<file path="src/rtl/pio_in_edge_capture_if.sv">
// rtl/pio_in_edge_capture_if.sv - Avalon-MM register bus and interrupt bundle for pio_in_edge_capture
interface pio_in_edge_capture_if;
    logic [1:0]  address;
    logic        chipselect;
    logic        write_n;
    logic [31:0] writedata;
    logic [31:0] readdata;
    logic        irq;

    modport master (
        output address, chipselect, write_n, writedata,
        input  readdata, irq
    );

    modport slave (
        input  address, chipselect, write_n, writedata,
        output readdata, irq
    );
endinterface

</file>
<file path="src/rtl/pio_in_edge_capture.sv">
// rtl/pio_in_edge_capture.sv - synchronised PIO input with sticky edge capture and masked irq
// PIO_IN_BIT_CLEAR_EN: EDGECAP writes clear only the writedata bits (otherwise any write clears all).
module pio_in_edge_capture #(
    parameter int DATA_WIDTH  = 12,
    parameter int SYNC_STAGES = 2,
    parameter int EDGE_TYPE   = 0
) (
    input  logic                  clk,
    input  logic                  reset,
    pio_in_edge_capture_if.slave  bus,
    input  logic [DATA_WIDTH-1:0] in_port
);
    localparam int               ARM_MAX = SYNC_STAGES + 1;
    localparam int               ARM_W   = $clog2(ARM_MAX + 1);
    localparam logic [ARM_W-1:0] ARM_SAT = ARM_W'(ARM_MAX);

    logic [SYNC_STAGES-1:0][DATA_WIDTH-1:0] sync_q, sync_d;
    logic [DATA_WIDTH-1:0] data_prev_q, data_prev_d;
    logic [DATA_WIDTH-1:0] irqmask_q, irqmask_d;
    logic [DATA_WIDTH-1:0] edgecap_q, edgecap_d;
    logic [ARM_W-1:0]      arm_q, arm_d;
    logic [31:0]           readdata_q, readdata_d;

    logic [DATA_WIDTH-1:0] data_sync;
    logic [DATA_WIDTH-1:0] edge_raw;
    logic [DATA_WIDTH-1:0] edge_det;
    logic [DATA_WIDTH-1:0] wdata;
    logic                  armed;
    logic                  wr_en;
    logic                  unused_wdata;

    assign data_sync    = sync_q[SYNC_STAGES-1];
    assign armed        = (arm_q == ARM_SAT);
    assign wr_en        = bus.chipselect & ~bus.write_n;
    assign wdata        = bus.writedata[DATA_WIDTH-1:0];
    assign unused_wdata = ^bus.writedata;

    always_comb begin
        edge_raw = '0;
        case (EDGE_TYPE)
            0:       edge_raw = data_sync & ~data_prev_q;
            1:       edge_raw = ~data_sync & data_prev_q;
            default: edge_raw = data_sync ^ data_prev_q;
        endcase
        // data_prev is not meaningful until the chain has flushed the reset zeros
        edge_det = armed ? edge_raw : '0;
    end

    always_comb begin
        sync_d      = {sync_q[SYNC_STAGES-2:0], in_port};
        data_prev_d = data_sync;
        arm_d       = armed ? arm_q : arm_q + 1'b1;
        irqmask_d   = irqmask_q;
        edgecap_d   = edgecap_q;

        if (wr_en && bus.address == 2'd2) begin
            irqmask_d = wdata;
        end
        if (wr_en && bus.address == 2'd3) begin
`ifdef PIO_IN_BIT_CLEAR_EN
            edgecap_d = edgecap_q & ~wdata;
`else
            edgecap_d = '0;
`endif
        end
        // a new edge in the same cycle as a clear must survive the clear
        edgecap_d = edgecap_d | edge_det;

        readdata_d = '0;
        case (bus.address)
            2'd0:    readdata_d = 32'(data_sync);
            2'd1:    readdata_d = 32'(data_prev_q);
            2'd2:    readdata_d = 32'(irqmask_q);
            default: readdata_d = 32'(edgecap_q);
        endcase
    end

    always_ff @(posedge clk or posedge reset) begin
        if (reset) begin
            sync_q      <= '0;
            data_prev_q <= '0;
            irqmask_q   <= '0;
            edgecap_q   <= '0;
            arm_q       <= '0;
            readdata_q  <= '0;
        end else begin
            sync_q      <= sync_d;
            data_prev_q <= data_prev_d;
            irqmask_q   <= irqmask_d;
            edgecap_q   <= edgecap_d;
            arm_q       <= arm_d;
            readdata_q  <= readdata_d;
        end
    end

    assign bus.readdata = readdata_q;
    assign bus.irq      = |(edgecap_q & irqmask_q);
endmodule

</file>
<file path="src/flat_wrapper.sv">
// flat-port wrapper written by rule: the top's interface ports become plain ports
module pio_in_edge_capture_flat 
#(
    parameter int DATA_WIDTH  = 12,
    parameter int SYNC_STAGES = 2,
    parameter int EDGE_TYPE   = 0
)
  (clk, reset, in_port, bus_address, bus_chipselect, bus_write_n, bus_writedata, bus_readdata, bus_irq);
  pio_in_edge_capture_if bus_i ();
  input  logic clk;
  input  logic reset;
  input  logic [DATA_WIDTH-1:0] in_port;
  input wire logic [$bits(bus_i.address)-1:0] bus_address;
  input wire logic [$bits(bus_i.chipselect)-1:0] bus_chipselect;
  input wire logic [$bits(bus_i.write_n)-1:0] bus_write_n;
  input wire logic [$bits(bus_i.writedata)-1:0] bus_writedata;
  output wire logic [$bits(bus_i.readdata)-1:0] bus_readdata;
  output wire logic [$bits(bus_i.irq)-1:0] bus_irq;
  assign bus_i.address = bus_address;
  assign bus_i.chipselect = bus_chipselect;
  assign bus_i.write_n = bus_write_n;
  assign bus_i.writedata = bus_writedata;
  assign bus_readdata = bus_i.readdata;
  assign bus_irq = bus_i.irq;
  pio_in_edge_capture #(.DATA_WIDTH(DATA_WIDTH), .SYNC_STAGES(SYNC_STAGES), .EDGE_TYPE(EDGE_TYPE)) u_core (.clk(clk), .reset(reset), .bus(bus_i), .in_port(in_port));
endmodule
</file>
<file path="config.mk">
export PLATFORM = sky130hd
export DESIGN_NAME = pio_in_edge_capture_flat
export DESIGN_NICKNAME = d
export VERILOG_FILES = /design/src/rtl/pio_in_edge_capture_if.sv /design/src/rtl/pio_in_edge_capture.sv /design/src/flat_wrapper.sv
export SDC_FILE = /design/constraint.sdc
export NUM_CORES = 1
export LEC_CHECK = 0
export CAP_MARGIN = 0
export CELL_PAD_IN_SITES_DETAIL_PLACEMENT = 0
export CELL_PAD_IN_SITES_GLOBAL_PLACEMENT = 1
export CORE_MARGIN = 5
export CORE_UTILIZATION = 41
export CTS_CLUSTER_DIAMETER = 100
export DETAILED_ROUTE_END_ITERATION = 8
export GPL_TIMING_DRIVEN = 0
export HOLD_SLACK_MARGIN = 0.1
export PLACE_DENSITY = 0.93
export SYNTH_ARGS = -nofsm -noshare
export SYNTH_HDL_FRONTEND = slang
export SYNTH_SLANG_ARGS = --single-unit
</file>
<file path="constraint.sdc">
create_clock -name clk -period 7.3 [get_ports clk]
set_clock_uncertainty 0.2 [all_clocks]
set_input_delay 1.46 -clock clk [delete_from_list [all_inputs] [get_ports clk]]
set_output_delay 1.46 -clock clk [all_outputs]
set_load 0.01 [all_outputs]
</file>
# [Yosys cells after proc, flatten, opt, wreduce, memory -nomap -nowiden]
# Cells that the tools add are included.
# W data, S select, Z words.
[op_classes] addsub=1 eq_ne=4 mux=3 n_bitwise=6 n_reduce_logical=4
[ops] cell="$pmux W12 S3" count=1
[ops] cell="$and A12 B12 Y12" count=2
[ops] cell="$mux W12" count=2
[ops] cell="$not A12 Y12" count=1
[ops] cell="$or A12 B12 Y12" count=1
[ops] cell="$reduce_or A12 Y1" count=1
[ops] cell="$eq A2 B2 Y1 const B" count=3
[ops] cell="$add A2 B1 Y2 const B" count=1
[ops] cell="$eq A2 B1 Y1 const B" count=1
[ops] cell="$logic_and A1 B1 Y1" count=2
[ops] cell="$logic_not A2 Y1" count=1
[ops] cell="$and A1 B1 Y1" count=1
[ops] cell="$not A1 Y1" count=1
[totals] ff_bits=74 inputBits=50

# [Logic depth before layout (Yosys ltp)]
[logic_depth] word_depth=5 mapped_depth=4 mapped_depth_nobuf=3

# [Least setup slack after synthesis]
# No wires, ideal clock.
[synth_timing] kind="flip-flop to output port" from="register u_core.edgecap_q[2]" to="output port bus_irq" arrival_time_ns=0.934 t_required_ns=5.640 path_slack_ns=4.706 stages_incl_launch_ff=4 path_buffers=0 path_cell_list="dfrtp_1 a22o_1 a221oi_1 nand3_1"
[synth_via] elab_chain_len=2
[synth_rtl] element="start: declaration" line_no="pio_in_edge_capture.sv:20" rtl="logic [DATA_WIDTH-1:0] edgecap_q, edgecap_d;"
[synth_rtl] element="start signal: assignment" line_no="pio_in_edge_capture.sv:90" rtl="edgecap_q <= edgecap_d;"
[synth_rtl] element="$and A12 B12 Y12" line_no="pio_in_edge_capture.sv:97" rtl="assign bus.irq = |(edgecap_q & irqmask_q);"
[synth_rtl] element="$reduce_or A12 Y1" line_no="pio_in_edge_capture.sv:97"
[synth_rtl] element="end: declaration" line_no="flat_wrapper.sv:18" rtl="output wire logic [$bits(bus_i.irq)-1:0] bus_irq;"
# Every way passes these cells.

# [Worst setup path in the final report]
[layout_timing] from="register u_core.edgecap_q[4]" to="output port bus_irq"
# Same word-level chain as after synthesis.

==> reports/results.ini <==
[timing]
hold_viol = 0
setup_viol = 0
final.setup.tns_ns = 0
holdWs_ns = 0.150
final-max-slew-violation-count = 0
fin_crit_ns = 3.59
fmax_ghz = 0.278
relSlewSlack_pct = 42.5
rsz0062_at_grt = false
period_share_pct = 49.2
worst_pin_slew_ns = 0.863

[pwr]
p_leak_nw = 1.64
power_density_nw_per_um2 = 269
p_int_mw = 0.756
power_frac_comb_pct = 12.7
switching_share_pct = 22.3
p_seq_share_pct = 48.9
irDropWorstVdd_uv = 152
netSwitchingPower_mw = 0.217
p_total_mw = 0.973
clkPwrFrac_pct = 38.4

[global_routing]
antenna_found_initial = 0
grt_use_total_pct = 13.2
grt_overflow = 0
grt_pass1_vias = 1601
grt_max_degree = 75
grt_pass1_wl_um = 8270

[layout]
syn_to_final_growth_pct = 30.1
fin_nets = 291
antenna-diode-count = 0
layout-drive-gt1-share_pct = 26.1
layout.cells.non_filler = 325

[cts]
cts_setup_buffers = 0
cts_root_buf = clkbuf_8
insertion_delay_ns = 0.34
cts_tree = yes
numCtsBuffers = 9
ctsLongestPathBuffers = 2
cts_resized = 0
htreeDepth = 3
clk_pin_slew_ns = 0.08
hold_buffers = 0
cts_sinks = 74

[min_path]
holdCritPathClass = flop to flop
holdCritStartpoint = u_core.sync_d[23]

[drt]
drc = 0
firstDrtPassIters = 4
drt-vias-per-instance = 4.68
routed_wl_um = 5090
wl_per_cell_um = 15.7
ant_nets = 0
vias = 1522
drtIter0Drc = 52

[synthesis]
synth_edf_count = 0
yosys-top-cells-area = dfrtp_1, mux4_2, buf_4
synthTopCellsByCount = dfrtp_1, buf_4, nand2_1
syn_inst = 168
synth_top_cell_by_area = dfrtp_1
synth.avg_cell_area_um2 = 16.5
synthArstFlopShare_pct = 100
synthFlopType = dfrtp_1
synth.distinct_cells = 21
synth_seq_cells = 74
yosysWarnings = 0
syn-cell-area_um2 = 2770
seq_area_frac_synth_pct = 66.8
yosysMostFrequentCell = dfrtp_1
synth_top_area_share_pct = 66.8

[worst_setup_path]
rr_startpoint = u_core.arm_q[0]
cp-startpoint = u_core.edgecap_q[4]
crit_path_max_fanout = 3
critical_path_required_ns = 5.64
critPathCaptureType = output port
slowest_stage = clkdlybuf4s50_1
start_kind = flop
max_stage_delay_ns = 0.51
crit_type = flop to output port
arrival_ns = 1.93
crit_chain = a22o_1 > a221oi_1 > nand3_1 > clkdlybuf4s50_1

[placement]
post-place-cells = 309
port_buffers = 42
place_congestion = 0.783
hpwl_um = 3520

[floorplan]
die_w_um = 92.3
die_y_um = 92.3
ioPinCount = 83
start_util_pct = 41.5
fp-row-count = 30
die-area_um2 = 8510
core_area_um2 = 6680

[run_status]
status = complete, no violations

[flow_run]
maxCapViolations = 0

[cells by family (layout without fill, tap and decap cells)]
family	Yosys count	in the layout	share of synthesized area [%]
other	1	20	0.135
xor gates and xnor gates	1	1	0.316
adders and majority gates	1	1	0.451
and+or+nand+nor	17	17	2.98
muxes	25	25	16.8
DFF	74	74	66.8
AOI/OAI and AO/OA	18	18	4.96
buffers and inverters	31	89	7.62
[final cells by class]
class                   count  area [um^2]
inverters                   6         25.0
flip-flops and latches     74         1850
fillers                   579         3070
clock inverters             7          118
well taps                  80          100
repair buffers             42          420
clock buffers               9          124
multi-input cells          82          782
plain buffers              25          189
[placed cells by master, fill, tap and decap left out]
| cell type | synthesis | final |
|---|---|---|
| dfrtp_1 | 74 | 74 |
| clkdlybuf4s50_1 | 0 | 42 |
| buf_4 | 22 | 22 |
| conb_1 | 1 | 20 |
| nand2_1 | 14 | 14 |
| mux2_4 | 10 | 10 |
| mux4_2 | 9 | 9 |
| clkbuf_8 | 0 | 9 |
| o21ai_0 | 7 | 7 |
| inv_1 | 6 | 5 |
| a32o_1 | 5 | 5 |
| mux4_1 | 3 | 3 |
| a22o_1 | 3 | 3 |
| a221oi_1 | 3 | 3 |
| mux2_2 | 3 | 3 |
| bufinv_16 | 0 | 3 |
| clkinv_2 | 0 | 2 |
| clkinv_4 | 0 | 2 |
| clkbuf_1 | 1 | 1 |
| nand4b_1 | 1 | 1 |
| buf_2 | 1 | 1 |
| nand3_1 | 1 | 1 |
| inv_4 | 0 | 1 |
| and4bb_4 | 1 | 1 |
| buf_8 | 1 | 1 |
| xnor2_1 | 1 | 1 |
| ha_1 | 1 | 1 |
[state kept, by name (all words and copies together), names as in the netlist]
signal	cells
u_core.bus.readdata	12
u_core.arm_q	2
u_core.sync_d	12
u_core.data_prev_d	12
u_core.irqmask_q	12
u_core.edgecap_q	12
u_core.data_prev_q	12
[worst max-delay path: cells and delay by family, from the launching register on]
| kind | cells | cell delay (ns) |
|---|---|---|
| AO/OA/AOI/OAI | 2 | 0.53 |
| buffers and inverters | 1 | 0.51 |
| flip-flops | 1 | 0.40 |
| AND/OR/NAND/NOR | 1 | 0.15 |
[final timing paths]
path | to | slack, ns | cells after the start
min in group asynchronous | u_core.data_prev_d[2] | 1.46 | 2
max in group asynchronous | u_core.bus.readdata[9] | 4.88 | 2
max | bus_irq | 3.71 | 4
min | u_core.data_prev_d[11] | 0.15 | 0
max reg2reg | u_core.edgecap_q[10] | 5.62 | 4
min reg2reg | u_core.data_prev_d[11] | 0.15 | 0
[power by group through the flow]
| stage | registers [mW] | clock network [mW] | logic, mW |
|---|---|---|---|
| after floorplan | 0.479 | 0 | 0.0722 |
| after global placement | 0.480 | 0 | 0.121 |
| after detailed placement | 0.483 | 0 | 0.125 |
| after global routing | 0.480 | 0.406 | 0.134 |
| after CTS | 0.475 | 0.384 | 0.125 |
| final | 0.475 | 0.374 | 0.123 |
[per-layer routing]
layer  part of all wire [%]  global-route usage (%)
met1                     42                    16.0
met2                     50                    20.7
met3                    6.9                    6.73
met4                    1.2                    4.08
met5                      0                       0
[metrics by stage]
step | instance area [um^2] | worst slack, ns | utilization (%)
after floorplan | 2850 | 3.76 | -
after global placement | 3370 | 2.73 | 50.4
after detailed placement | 3370 | 4.06 | 50.4
after CTS | 3610 | 3.67 | 54.0
after global routing | 3610 | 3.57 | 54.0
final | 3610 | 3.71 | 54.0
Note: power is estimated with default switching activity, not from simulation.
